--- config.mk ---
export PLATFORM = sky130hd
export DESIGN_NAME = timer
export DESIGN_NICKNAME = d
export VERILOG_FILES = /design/src/rtl/timer.sv
export SDC_FILE = /design/constraint.sdc
export NUM_CORES = 1
export LEC_CHECK = 0
export CAP_MARGIN = 20
export CORE_AREA = 2 2 138 140
export DETAILED_ROUTE_END_ITERATION = 7
export DIE_AREA = 0 0 140 142
export GPL_TIMING_DRIVEN = 0
export PLACE_DENSITY = 0.84
export SLEW_MARGIN = 40
export SYNTH_ARGS = -nofsm -noshare
export SYNTH_HDL_FRONTEND = slang
export SYNTH_SLANG_ARGS = --single-unit
--- constraint.sdc ---
create_clock -name clock -period 3.7 [get_ports clock]
set_clock_uncertainty 0.15 [all_clocks]
set_input_delay 0.74 -clock clock [delete_from_list [all_inputs] [get_ports clock]]
set_output_delay 0.74 -clock clock [all_outputs]
set_load 0.02 [all_outputs]
--- src/rtl/timer.sv ---
// Machine timer: 64-bit mtime counter and mtimecmp compare register, 32-bit bus access.
// Ports: clock, reset (async low), read/write bus, registered readData, timer_interrupt.
module timer #(
  parameter int DATA_WIDTH = 32,
  parameter int ADDRESS_BITS = 32,
  parameter logic [ADDRESS_BITS-1:0] MTIME_ADDR = 32'h0020bff8,
  parameter logic [ADDRESS_BITS-1:0] MTIME_ADDR_H = 32'h0020bffc,
  parameter logic [ADDRESS_BITS-1:0] MTIMECMP_ADDR = 32'h00204000,
  parameter logic [ADDRESS_BITS-1:0] MTIMECMP_ADDR_H = 32'h00204004
) (
  input  logic clock,
  input  logic reset,
  input  logic readEnable,
  input  logic writeEnable,
  input  logic [DATA_WIDTH/8-1:0] writeByteEnable,
  input  logic [ADDRESS_BITS-1:0] address,
  input  logic [DATA_WIDTH-1:0] writeData,
  output logic [DATA_WIDTH-1:0] readData,
  output logic timer_interrupt
);

  logic [63:0] mtime;
  logic [63:0] mtimecmp;
  logic hitLo;
  logic hitHi;
  logic hitCmpLo;
  logic hitCmpHi;

  assign hitLo = (address == MTIME_ADDR);
  assign hitHi = (address == MTIME_ADDR_H);
  assign hitCmpLo = (address == MTIMECMP_ADDR);
  assign hitCmpHi = (address == MTIMECMP_ADDR_H);

  function automatic logic [DATA_WIDTH-1:0] merge(
    input logic [DATA_WIDTH-1:0] old,
    input logic [DATA_WIDTH-1:0] data,
    input logic [DATA_WIDTH/8-1:0] be
  );
    logic [DATA_WIDTH-1:0] r;
    r = old;
    for (int i = 0; i < DATA_WIDTH/8; i++) begin
      if (be[i]) r[8*i +: 8] = data[8*i +: 8];
    end
    return r;
  endfunction

  always_ff @(posedge clock or negedge reset) begin
    if (!reset) begin
      mtime <= '0;
      mtimecmp <= '1;
      readData <= '0;
    end else begin
      // A later mtime write overrides this increment.
      mtime <= mtime + 64'd1;
      if (writeEnable) begin
        unique case (1'b1)
          hitLo:
            mtime <= {mtime[63:32],
              merge(mtime[31:0], writeData, writeByteEnable)};
          hitHi:
            mtime <= {merge(mtime[63:32], writeData, writeByteEnable),
              mtime[31:0]};
          hitCmpLo:
            mtimecmp[31:0] <=
              merge(mtimecmp[31:0], writeData, writeByteEnable);
          hitCmpHi:
            mtimecmp[63:32] <=
              merge(mtimecmp[63:32], writeData, writeByteEnable);
          default: ;
        endcase
      end
      if (readEnable) begin
        unique case (1'b1)
          hitLo: readData <= mtime[31:0];
          hitHi: readData <= mtime[63:32];
          hitCmpLo: readData <= mtimecmp[31:0];
          hitCmpHi: readData <= mtimecmp[63:32];
          default: readData <= '0;
        endcase
      end
    end
  end

  assign timer_interrupt = (mtime >= mtimecmp);

endmodule

==> results.py <==
metrics = {
    "status": {
        "outcome": "finished with violations",
        "failed_checks": "design-rule violations, negative setup slack",
    },
    "synthesis": {
        "avgSynthCellArea_sq_um": 9.434,
        "synthesis.area_sq_um": 10480,
        "synth_top_area_share": 0.2292,
        "synth_cells": 1111,
        "synth_nets": 1248,
        "yosysMostFrequentCell": "dfrtp_1",
        "async_reset_ff_frac": 1.000,
        "ys_types": 64,
        "synth.yosys.seq_area_share": 0.3896,
        "synth_area_leader_cell": "dfrtp_1",
        "synth-edff-count": 0,
        "yosys-top-cells-area": "dfrtp_1 23%, dfstp_2 16%, ha_1 7.8%",
        "yosysWarnings": 0,
        "synth_ff_type": "dfrtp_1",
        "synth-seq-cells": 160,
        "yosys-top-cells-count": "96 x dfrtp_1, 83 x nor2_1, 76 x inv_1",
    },
    "place": {
        "pre_cts_ws_ps": -646.1,
        "place_congestion": 0.9436,
        "place_inst": 1447,
        "port_buffers": 100,
        "postPlaceCellArea_sq_um": 11850,
        "dp_hpwl_um": 25120,
    },
    "drt": {
        "first_pass_iters": 8,
        "drc_errors": 5,
        "num_vias": 9978,
        "dr.first_iter.drc_count": 1276,
        "wirelength_um": 34860,
        "ant_nets": 0,
        "routedWlPerCell_um": 23.52,
        "routed_via_density": 6.733,
    },
    "floorplan": {
        "coreArea_sq_um": 18460,
        "initial_core_util": 0.5679,
        "dieWidth_um": 140,
        "rows": 50,
        "pin_count": 105,
        "die_h_um": 142,
        "die_area_sq_um": 19880,
    },
    "clock_tree": {
        "htreeDepth": 4,
        "cts_buffer_depth": 2,
        "clock-root-buffer": "clkbuf_16",
        "path_clk_slew_ps": 60,
        "cts.sinks": 160,
        "numCtsBuffers": 17,
        "postCtsHoldBufs": 0,
        "insertion_delay_ps": 450,
        "cts_tree": "built",
    },
    "sta": {
        "period_share": 1.013,
        "fmax_mhz": 266.9,
        "setup_slack_ps": -46.98,
        "finalSetupTns_ps": -46.98,
        "setup_viol": 1,
        "finalHoldViolations": 0,
        "rsz0062_at_grt": "yes",
        "holdWs_ps": 14.45,
        "worst_pin_slew_ps": 833.1,
        "layout_min_cycle_time_ps": 3747,
        "slew_violations": 0,
        "relSlewSlack": 0.4395,
    },
    "setup_path": {
        "reg2reg_from": "mtime[0]",
        "crit_arrival_ps": 2860,
        "worst_path_largest_cell_delay_ps": 550,
        "setup.worst_path.start": "mtimecmp[47]",
        "cp.required_ps": 2810,
        "endpoint": "timer_interrupt",
        "cp_slowest_cell": "dfstp_2",
        "path_max_fanout": 3,
        "reg2reg_depth": 10,
        "cp-start-kind": "flip-flop",
        "crit_chain": "inv_1 > ha_4 > nand4_1 > nor4_4 > o21ai_2 > o221ai_2 > a21oi_1 > o21ai_1 > buf_4",
        "critPathKind": "flip-flop to primary output",
        "r2r_setup_slack_ps": 360,
        "r2r_end": "mtime[48]",
        "worst_setup_path_end_kind": "primary output",
    },
    "finish": {
        "fin_area_sq_um": 12670,
        "num-nets-final": 1372,
        "area_growth_pct": 20.88,
        "layout.cells.non_filler": 1482,
        "num-fill-cells": 1433,
        "antennaDiodeCount": 0,
        "final-seq-area_sq_um": 4085,
        "drive_above_1_share": 0.1723,
        "multiInputGateArea_sq_um": 6085,
        "fin_util": 0.6865,
    },
    "pwr": {
        "switching_share": 0.2460,
        "ir_drop_mv": 0.2994,
        "p_leak_nw": 4.989,
        "power_frac_comb": 0.087,
        "intPower_mw": 3.045,
        "p_switching_mw": 0.9932,
        "fin_total_pwr_mw": 4.038,
        "power.density_nw_per_um2": 318.7,
        "clock_power_share": 0.470,
        "p_seq_frac": 0.443,
    },
    "flow_run": {
        "maxCapViolations": 0,
    },
    "global_route": {
        "grt_max_degree": 64,
        "grt_pass1_vias": 9737,
        "antenna_found_initial": 0,
        "grtUsageTotal": 0.3549,
        "grt_pass1_wl_um": 54340,
        "grt_overflow": 0,
    },
    "min_path": {
        "hp-class": "primary input to async pin",
    },
}
[layout by cell type, fill, tap and decap left out, types with 25 or more instances in the layout]
| cell | Yosys | final |
|---|---|---|
| nand3_1 | 51 | 51 |
| clkbuf_1 | 39 | 35 |
| mux2i_1 | 66 | 66 |
| o221ai_1 | 34 | 33 |
| nand2_1 | 73 | 73 |
| dfstp_2 | 64 | 64 |
| dfrtp_1 | 96 | 95 |
| clkdlybuf4s50_1 | 0 | 98 |
| nor3_1 | 25 | 25 |
| inv_1 | 76 | 74 |
| mux2_2 | 60 | 60 |
| o21a_1 | 39 | 39 |
| nor2_1 | 83 | 83 |
| o21ai_0 | 34 | 31 |
| nand4_1 | 40 | 40 |
| a21oi_1 | 61 | 60 |
| ha_1 | 65 | 61 |
[what timing repair did]
| action | CTS | global route |
|---|---|---|
| resized for setup | 20 | 17 |
| setup buffers | 0 | 3 |
| pin swaps | 7 | 6 |
| setup endpoints to repair | 7 | 17 |
[power groups by stage]
stage / Clock [mW] / Sequential [mW] / Combinational [mW]
after detailed placement: 0 / 1.82 / 0.346
after CTS: 1.91 / 1.79 / 0.349
after global routing: 1.98 / 1.79 / 0.372
final: 1.90 / 1.79 / 0.351
after global placement: 0 / 1.82 / 0.333
after floorplan: 0 / 1.85 / 0.0931
[worst max-delay path: cells and delay by family, from the launching register on]
kind                       cells  cell delay, ps
AOI/OAI and AO/OA              4             640
and+or+nand+nor                2             710
DFF                            1             550
buffers and inverters          2             260
adders and majority gates      1             260
[how the worst min path moves through the flow]
stage	end	depth (start not counted)	slack, ps
3_5_place_dp	readData[13]	1	320
2_1_floorplan	mtime[0]	0	290
3_3_place_gp	readData[15]	1	310
4_1_cts	readData[21]	1	30
6_report	readData[21]	1	10
5_1_grt	readData[21]	1	40
[layer usage]
metal  routed length, um  vias up  global-route usage
met5                   0        -                   0
met1               13720     4837              0.4693
met2               15950      568              0.5530
li1                    -     4444                   -
met3                3707      129             0.08715
met4                1481        0              0.1685
[area by class of cell]
type,instances,area share
well taps,234,0.02311
inverters,76,0.02252
flip-flops and latches,160,0.3224
multi-input cells,826,0.4802
repair buffers,105,0.08532
plain buffers,49,0.01679
clock buffers,19,0.03575
clock inverters,13,0.01383
[cell families after synthesis]
group	Yosys count	synth area share
compound gates	267	0.1772
fa+ha+maj	65	0.07759
buf+inv	125	0.04679
flops	160	0.3896
mux	126	0.1275
simple gates	368	0.1813
[sequential cells by signal, indices dropped and copies added (netlist names)]
register  count
mtime        64
mtimecmp     64
readData     32
(Power assumes the default switching activity.)
